--- src/rtl/multiword_adder_pkg.sv ---
// Shared types for the multi-word adder: FSM state encodings
// and the chunk-counter width helper.
package multiword_adder_pkg;

    typedef enum logic [1:0] {
        ST_IDLE = 2'd0,
        ST_RUN  = 2'd1,
        ST_DONE = 2'd2
    } state_t;

    // Counter must hold 0..WORDS without wrapping.
    function automatic int cnt_width(input int words);
        return $clog2(words + 1);
    endfunction

endpackage

--- src/rtl/multiword_adder_if.sv ---
// Operand/result handshake bundle for multiword_adder.
// master = operand source + result sink, slave = the adder.
interface multiword_adder_if #(
    parameter int NBITS = 64
);
    logic             in_valid;
    logic             in_ready;
    logic [NBITS-1:0] in_a;
    logic [NBITS-1:0] in_b;
    logic             in_sub;
    logic             out_valid;
    logic             out_ready;
    logic [NBITS-1:0] out_sum;
    logic             out_cout;
    logic             out_ovf;

    modport master (
        output in_valid, in_a, in_b, in_sub, out_ready,
        input  in_ready, out_valid, out_sum, out_cout, out_ovf
    );

    modport slave (
        input  in_valid, in_a, in_b, in_sub, out_ready,
        output in_ready, out_valid, out_sum, out_cout, out_ovf
    );

endinterface

--- src/rtl/multiword_adder_prefix.sv ---
// PrefixAdder: WIDTH-bit Kogge-Stone adder with carry in/out.
// Ports: a, b, cin, sub (inverts b and forces carry-in), sum, cout.
module PrefixAdder #(
    parameter int WIDTH = 16
) (
    input  logic [WIDTH-1:0] a,
    input  logic [WIDTH-1:0] b,
    input  logic             cin,
    input  logic             sub,
    output logic [WIDTH-1:0] sum,
    output logic             cout
);
    localparam int LV = $clog2(WIDTH);

    logic [WIDTH-1:0] bx;
    logic [WIDTH-1:0] p0;
    logic [WIDTH-1:0] g;
    logic [WIDTH-1:0] p;
    logic             ci;

    always_comb begin
        bx = b ^ {WIDTH{sub}};
        ci = cin | sub;
        p0 = a ^ bx;
        g  = a & bx;
        p  = p0;
        // Fold carry-in into bit 0 so group generates are true carries.
        g[0] = g[0] | (p0[0] & ci);
        for (int k = 0; k < LV; k++) begin
            // High-to-low so each level reads the previous level's values.
            for (int i = WIDTH - 1; i >= (1 << k); i--) begin
                g[i] = g[i] | (p[i] & g[i - (1 << k)]);
                p[i] = p[i] & p[i - (1 << k)];
            end
        end
        sum  = p0 ^ {g[WIDTH-2:0], ci};
        cout = g[WIDTH-1];
    end

endmodule

--- src/rtl/multiword_adder.sv ---
// Sequential NBITS add/sub, one WIDTH-bit chunk per cycle, LSB first.
// Ports: clk, rst (sync, active-high), bus (slave handshake bundle).
module multiword_adder
    import multiword_adder_pkg::*;
#(
    parameter int WIDTH = 16,
    parameter int WORDS = 4
) (
    input  logic               clk,
    input  logic               rst,
    multiword_adder_if.slave   bus
);
    localparam int NBITS = WIDTH * WORDS;
    localparam int CW    = cnt_width(WORDS);
    localparam logic [CW-1:0] LAST = CW'(WORDS - 1);

    state_t           state;
    logic [NBITS-1:0] a_q;
    logic [NBITS-1:0] b_q;
    logic [NBITS-1:0] s_q;
    logic             carry;
    logic [CW-1:0]    cnt;
    logic             rdy;
    logic             vld;
    logic [NBITS-1:0] sum_q;
    logic             cout_q;
    logic             ovf_q;

    logic [WIDTH-1:0] csum;
    logic             ccout;
    logic [NBITS-1:0] s_nxt;
    logic             cmsb;

    PrefixAdder #(
        .WIDTH (WIDTH)
    ) u_add (
        .a    (a_q[WIDTH-1:0]),
        .b    (b_q[WIDTH-1:0]),
        .cin  (carry),
        .sub  (1'b0),
        .sum  (csum),
        .cout (ccout)
    );

    // Sum shift register fills from the top.
    generate
        if (WORDS == 1) begin : g_one
            assign s_nxt = csum;
        end else begin : g_many
            assign s_nxt = {csum, s_q[NBITS-1:WIDTH]};
        end
    endgenerate

    // Carry into the MSB, valid while the top chunk is in the adder.
    assign cmsb = a_q[WIDTH-1] ^ b_q[WIDTH-1] ^ csum[WIDTH-1];

    assign bus.in_ready  = rdy;
    assign bus.out_valid = vld;
    assign bus.out_sum   = sum_q;
    assign bus.out_cout  = cout_q;
    assign bus.out_ovf   = ovf_q;

    always_ff @(posedge clk) begin
        if (rst) begin
            state  <= ST_IDLE;
            a_q    <= '0;
            b_q    <= '0;
            s_q    <= '0;
            carry  <= 1'b0;
            cnt    <= '0;
            rdy    <= 1'b1;
            vld    <= 1'b0;
            sum_q  <= '0;
            cout_q <= 1'b0;
            ovf_q  <= 1'b0;
        end else begin
            unique case (state)
                ST_IDLE: begin
                    if (bus.in_valid && rdy) begin
                        a_q   <= bus.in_a;
                        b_q   <= bus.in_b ^ {NBITS{bus.in_sub}};
                        carry <= bus.in_sub;
                        cnt   <= '0;
                        rdy   <= 1'b0;
                        state <= ST_RUN;
                    end
                end
                ST_RUN: begin
                    carry <= ccout;
                    a_q   <= a_q >> WIDTH;
                    b_q   <= b_q >> WIDTH;
                    s_q   <= s_nxt;
                    cnt   <= cnt + 1'b1;
                    if (cnt == LAST) begin
                        sum_q  <= s_nxt;
                        cout_q <= ccout;
                        ovf_q  <= cmsb ^ ccout;
                        vld    <= 1'b1;
                        state  <= ST_DONE;
                    end
                end
                ST_DONE: begin
                    if (vld && bus.out_ready) begin
                        vld   <= 1'b0;
                        rdy   <= 1'b1;
                        state <= ST_IDLE;
                    end
                end
                default: begin
                    state <= ST_IDLE;
                end
            endcase
        end
    end

endmodule
--- src/flat_wrapper.sv ---
// flat-port wrapper written by rule: the top's interface ports become plain ports
module multiword_adder_flat import multiword_adder_pkg::*;
#(
    parameter int WIDTH = 16,
    parameter int WORDS = 4
)
  (clk, rst, bus_in_valid, bus_in_a, bus_in_b, bus_in_sub, bus_out_ready, bus_in_ready, bus_out_valid, bus_out_sum, bus_out_cout, bus_out_ovf);
  multiword_adder_if bus_i ();
  input  logic clk;
  input  logic rst;
  input wire logic [$bits(bus_i.in_valid)-1:0] bus_in_valid;
  input wire logic [$bits(bus_i.in_a)-1:0] bus_in_a;
  input wire logic [$bits(bus_i.in_b)-1:0] bus_in_b;
  input wire logic [$bits(bus_i.in_sub)-1:0] bus_in_sub;
  input wire logic [$bits(bus_i.out_ready)-1:0] bus_out_ready;
  output wire logic [$bits(bus_i.in_ready)-1:0] bus_in_ready;
  output wire logic [$bits(bus_i.out_valid)-1:0] bus_out_valid;
  output wire logic [$bits(bus_i.out_sum)-1:0] bus_out_sum;
  output wire logic [$bits(bus_i.out_cout)-1:0] bus_out_cout;
  output wire logic [$bits(bus_i.out_ovf)-1:0] bus_out_ovf;
  assign bus_i.in_valid = bus_in_valid;
  assign bus_i.in_a = bus_in_a;
  assign bus_i.in_b = bus_in_b;
  assign bus_i.in_sub = bus_in_sub;
  assign bus_i.out_ready = bus_out_ready;
  assign bus_in_ready = bus_i.in_ready;
  assign bus_out_valid = bus_i.out_valid;
  assign bus_out_sum = bus_i.out_sum;
  assign bus_out_cout = bus_i.out_cout;
  assign bus_out_ovf = bus_i.out_ovf;
  multiword_adder #(.WIDTH(WIDTH), .WORDS(WORDS)) u_core (.clk(clk), .rst(rst), .bus(bus_i));
endmodule
--- config.mk ---
export PLATFORM = sky130hd
export DESIGN_NAME = multiword_adder_flat
export DESIGN_NICKNAME = d
export VERILOG_FILES = /design/src/rtl/multiword_adder_pkg.sv /design/src/rtl/multiword_adder_if.sv /design/src/rtl/multiword_adder_prefix.sv /design/src/rtl/multiword_adder.sv /design/src/flat_wrapper.sv
export SDC_FILE = /design/constraint.sdc
export NUM_CORES = 1
export LEC_CHECK = 0
export BUFFER_PORTS_ARGS = -buffer_cell sky130_fd_sc_hd__buf_2
export CORE_ASPECT_RATIO = 1.4
export CORE_UTILIZATION = 50
export DETAILED_ROUTE_END_ITERATION = 8
export PLACE_DENSITY_LB_ADDON = 0.1
export SYNTH_ARGS = -nofsm -noshare
export SYNTH_HDL_FRONTEND = slang
export SYNTH_SLANG_ARGS = --single-unit
--- constraint.sdc ---
create_clock -name clk -period 2.3 [get_ports clk]
set_input_delay 0.46 -clock clk [delete_from_list [all_inputs] [get_ports clk]]
set_output_delay 0.46 -clock clk [all_outputs]
set_load 0.03 [all_outputs]
# == Word-level counts from Yosys, hierarchy flattened ==
# Cells that the tools add are included.
# W data, S select, Z words.
# totals
reg_bits,266
latchBits,0
ram_bits,0
romBits,0
inputBits,133
output_inout_bits,68
wordCells,188
mem_count,0
# classes
n_addsub,1
mul,0
div_mod_pow,0
n_lt_le_gt_ge,0
eq_ne,6
n_shift,0
n_mux,18
n_bitwise,141
n_reduce_logical,11
# op_table
op,count
$pmux W64 S2,2
$mux W64,2
$and A1 B1 Y1,84
$xor A64 B64 Y64,1
$or A1 B1 Y1,50
$xor A16 B16 Y16,2
$and A16 B16 Y16,1
$reduce_and A3 Y1,3
$mux W2,3
$ne A2 B1 Y1 const B,3
$pmux W1 S2,3
$pmux W2 S3,1
$pmux W3 S2,1
$reduce_bool A2 Y1,3
$mux W1,5
$reduce_and A2 Y1,2
$add A3 B1 Y3 const B,1
$eq A3 B2 Y1 const B,1
$mux W3,1
$xor A1 B1 Y1,3
$eq A2 B1 Y1 const B,1
$eq A2 B2 Y1 const B,1
$logic_and A1 B1 Y1,2
$logic_not A2 Y1,1

# == Logic depth before layout (Yosys ltp) ==
# logic_depth
depth_word,12
mapped_depth,9
ltp_nobuf,9

# == By module ==
# A second synthesis with hierarchy kept.
# unflattened
hier_cells,1387
area_unflattened_um2,11423.5
# modules_own_cells
module,n_inst,cells_per_inst,area_per_inst_um2
multiword_adder,1,1270,10492.6
PrefixAdder,1,117,930.9

# == Worst setup path before layout ==
# No wires, ideal clock.
# synth_path
kind,register -> register
from,register u_core.carry
to,"register u_core.sum_q[62], in the netlist u_core.bus.out_sum[62]"
setup_ps,122
arrival_time_ps,2102
required_ps,2178
slack_ps,76
path_stages_with_launch,10
n_path_buf,0
synth_period_minus_slack_ps,2224
path_cell_list,dfxtp_1 > fa_1 > inv_1 > fa_1 > nand2b_1 > a21oi_4 > o21ai_1 > a21oi_2 > mux2i_1 > a311o_1
# synth_between
elab_chain_cells,9
# synth_lines
item,line_no,text
start: declaration,multiword_adder.sv:21,logic carry;
start signal: assignment,multiword_adder.sv:82,carry <= bus.in_sub;
start signal: assignment,multiword_adder.sv:89,carry <= ccout;
$and A1 B1 Y1,multiword_adder_prefix.sv:28,g[0] = g[0] | (p0[0] & ci);
$or A1 B1 Y1,multiword_adder_prefix.sv:28,
$and A1 B1 Y1,multiword_adder_prefix.sv:32,g[i] = g[i] | (p[i] & g[i - (1 << k)]);
$or A1 B1 Y1,multiword_adder_prefix.sv:32,
$and A1 B1 Y1,multiword_adder_prefix.sv:32,
$or A1 B1 Y1,multiword_adder_prefix.sv:32,
$and A1 B1 Y1,multiword_adder_prefix.sv:32,
$or A1 B1 Y1,multiword_adder_prefix.sv:32,
$xor A16 B16 Y16,multiword_adder_prefix.sv:36,"sum = p0 ^ {g[WIDTH-2:0], ci};"
end signal: assignment,multiword_adder.sv:95,sum_q <= s_nxt;
end: declaration,multiword_adder.sv:25,logic [NBITS-1:0] sum_q;
# No other way between the ends.
# A chain may end at the register's enable or synchronous reset.

# == Worst setup path in the final report ==
# layout_path
from,register u_core.carry
to,"register u_core.sum_q[56], in the netlist u_core.bus.out_sum[56]"
# Same word-level chain as after synthesis.

==> results.md <==
- Most frequent cells in the layout: nand2_1, dfxtp_1, buf_2, a21oi_1, nor2_1
- CP Depth: 9
- RSZ-0062 raised after global routing: no
- Die width: 126.3 microns
- Site Rows: 63
- Floorplan core area: 21200 sq um
- Vias in the first global route: 9181
- Largest net degree at the start of global routing: 99
- Tmin final: 2.174 ns
- CP Data Required Time: 2.73 ns
- CTS tree: built
- Gpl congestion: 0.8939
- Area after DPL: 12080 sq um
- Synthesized instance count: 1361
- Synth warnings: 0
- TritonCTS Buffers: 24
- Worst vdd ir: 495.6 uV
- Final Slew Violations: 0
- Final setup vio count: 0
- Slew headroom: 40.99%
- Top Family by Delay on Critical Path: compound AO/OA/AOI/OAI gates
- FF-to-FF Start: u_core.carry
- Cells on Worst Hold Path: 2
- Maximum root-to-sink buffer count: 3
- Worst setup EP type: flop
- Initial Utilization: 51.01%
- Worst path cell trace: fa_2 -> inv_1 -> fa_2 -> nand2b_4 -> a21oi_4 -> o21a_1 -> o21ai_1 -> and2_1 -> o311ai_1
- Detailed Place HPWL: 21270 microns
- ANT nets after route: 0
- Clk pwr share: 38.5%
- Drt via density: 5.496
- Share of cells above drive strength 1: 19.74%
- WHS: 0.1541 ns
- DR WL/cell: 16.76 microns
- Leakage power: 5.148 nW
- Setup CP Type: reg -> reg
- Switching share of total power: 26.77%
- Die area: 22230 sq um
- Initial antenna violation count: 2
- Mapped Avg Cell Area: 7.948 sq um
- First-pass GRT wire length: 47530 microns
- Global route overflow: 0
- Final Skew: 0.01455 ns
- CP most frequent cell: fa_2
- Period Utilization, post-route: 94.52%
- Hold Fails Final Rpt: 0
- Post-route DRC: 0
- Peak fanout along the critical path: 5
- CP peak stage delay: 0.35 ns
- Count of flip-flops with a built-in enable after synthesis: 0
- Fmax: 460.0 MHz
- Hold path start: bus_in_a[58]
- Synth-to-layout area growth: 19.18%
- Post-synthesis sequential area ratio: 46.27%
- Total track usage: 26.76%
- Setup_tns: 0 ns
- Routed wire length: 29950 microns
- I/O pins: 201
- CP arrival: 2.60 ns
- Sequential group share of total power: 47.7%
- Max Cap Viol: 0
- PwrDens: 771.5 nW/um^2
- Post-Syn Nets: 1513
- Worst-Margin Slew: 0.8847 ns
- Initial drt markers: 585
- Clk sink count: 250
- H-tree levels: 1
- Hold Path Class: in -> reg
- Port bufs: 200
- Critical-path top delay cell: fa_2
- Combinational Power Share: 13.8%
- Synthesized flop and latch total: 250
- Commonest non-fill, non-tap cell in the layout: nand2_1
- Synth cell types: 55
- Status: finished, final reports clean
- Internal power consumption: 7.283 mW
- Psw: 2.662 mW
- Synth Cell Area: 10820 sq um
- Async SR Flop Fraction: 0%
- CTS root buf: clkbuf_16
- Die H: 176.0 microns
- Crit path from: u_core.carry
- Worst-Skew Late Latency: 0.52 ns
- Worst Reg-to-Reg Cells: 9
- Worst Path Buf+Inv: 1
- NumNets Final: 1660
- Startpoint class of the critical path: flop
- Routed vias: 9822
- Post-route cell area: 12890 sq um
- Fill cells: 2040
- Detailed Routing Iterations Pass 1: 5
- Ys flop type: dfxtp_1
- Clock transition at path regs: 0.07 ns
- # hold bufs at CTS: 0
## routing by layer
| layer | track usage, % | part of all wire [%] |
|---|---|---|
| met1 | 32.62 | 42 |
| met2 | 47.95 | 50 |
| met3 | 3.091 | 4.5 |
| met4 | 10.44 | 3.6 |
| met5 | 0 | 0 |
## worst paths after layout
path | to | slack, ns
worst max-delay path | u_core.bus.out_sum[56] | 0.13
worst min-delay path | u_core.a_q[58] | 0.15
worst max register to register | u_core.bus.out_sum[56] | 0.13
worst min register to register | u_core.bus.out_sum[10] | 0.45
## metrics by stage
step	power, mW	instances	worst slack [ns]	utilization [%]
after global placement	6.185	1741	-0.04620	56.97
after floorplan	5.680	1361	0.07607	-
final	9.945	1787	0.1260	60.80
after CTS	10.02	1785	0.06269	60.71
after detailed placement	6.196	1741	-0.09774	56.97
after global routing	10.34	1785	0.04371	60.77
## cells by family (layout without fill, tap and decap cells)
kind of cell	after synthesis	count (layout)	synth area share, %
AO/OA/AOI/OAI	304	304	18.48
XOR/XNOR	72	72	5.830
adder cells (fa/ha/maj)	19	19	2.337
buffers and inverters	125	289	4.858
flip-flops	250	250	46.27
multiplexers	1	1	0.09254
other	0	2	0
AND/OR/NAND/NOR	590	590	22.13
## synth_stat cells (4+ instances only)
cell type	number	area, sq um
a22oi_1	12	90.09
a21oi_2	4	35.03
a211oi_1	8	60.06
o211ai_1	10	75.07
a22o_1	14	122.6
xor2_1	50	437.9
nand4_1	6	37.54
o21ai_0	11	55.05
ha_1	17	212.7
buf_2	42	210.2
buf_1	14	52.55
nor3_1	10	50.05
a311oi_1	43	376.6
clkbuf_1	57	214.0
a21oi_1	128	640.6
nand2_1	397	1490
a31oi_1	40	250.2
dfxtp_1	250	5005
nor2_1	89	334.1
o311ai_0	4	35.03
a21o_1	7	52.55
nor2b_1	4	25.02
nand2b_1	4	25.02
xnor2_1	22	192.7
nand3_1	60	300.3
inv_1	10	37.54
nor4_1	5	31.28
## state kept, by name, indices dropped and copies added, names as in the netlist
register / count
u_core.bus.out_valid: 1
u_core.s_q: 48
u_core.carry: 1
u_core.bus.in_ready: 1
u_core.cnt: 3
u_core.bus.out_ovf: 1
u_core.b_q: 64
u_core.a_q: 64
u_core.bus.out_sum: 64
u_core.bus.out_cout: 1
u_core.state: 2
## final cells by class
class | instances | area (sq um) | share of cell area (%)
repair buffers | 235 | 1398 | 10.84
inverters | 11 | 41.29 | 0.3203
clock buffers | 35 | 723.2 | 5.610
well taps | 260 | 325.3 | 2.524
diodes | 2 | 5.005 | 0.03882
multi-input cells | 986 | 5346 | 41.47
flip-flops and latches | 250 | 5009 | 38.85
clock inverters | 8 | 43.79 | 0.3397
## what timing repair did
action | in CTS | in global routing
hold endpoints to repair | 0 | 0
buffers inserted | 1 | 0
pin swaps | 3 | 4
resized for setup | 7 | 2
endpoints found under the setup margin | 3 | 4
## power groups by stage
stage	Clock [mW]	Sequential, mW	Combinational, mW
5_1_grt	4.06	4.76	1.53
3_5_place_dp	0	4.83	1.36
6_report	3.83	4.74	1.38
4_1_cts	3.91	4.74	1.38
2_1_floorplan	0	4.76	0.918
3_3_place_gp	0	4.83	1.36
Note: power is estimated with default switching activity, not from simulation.
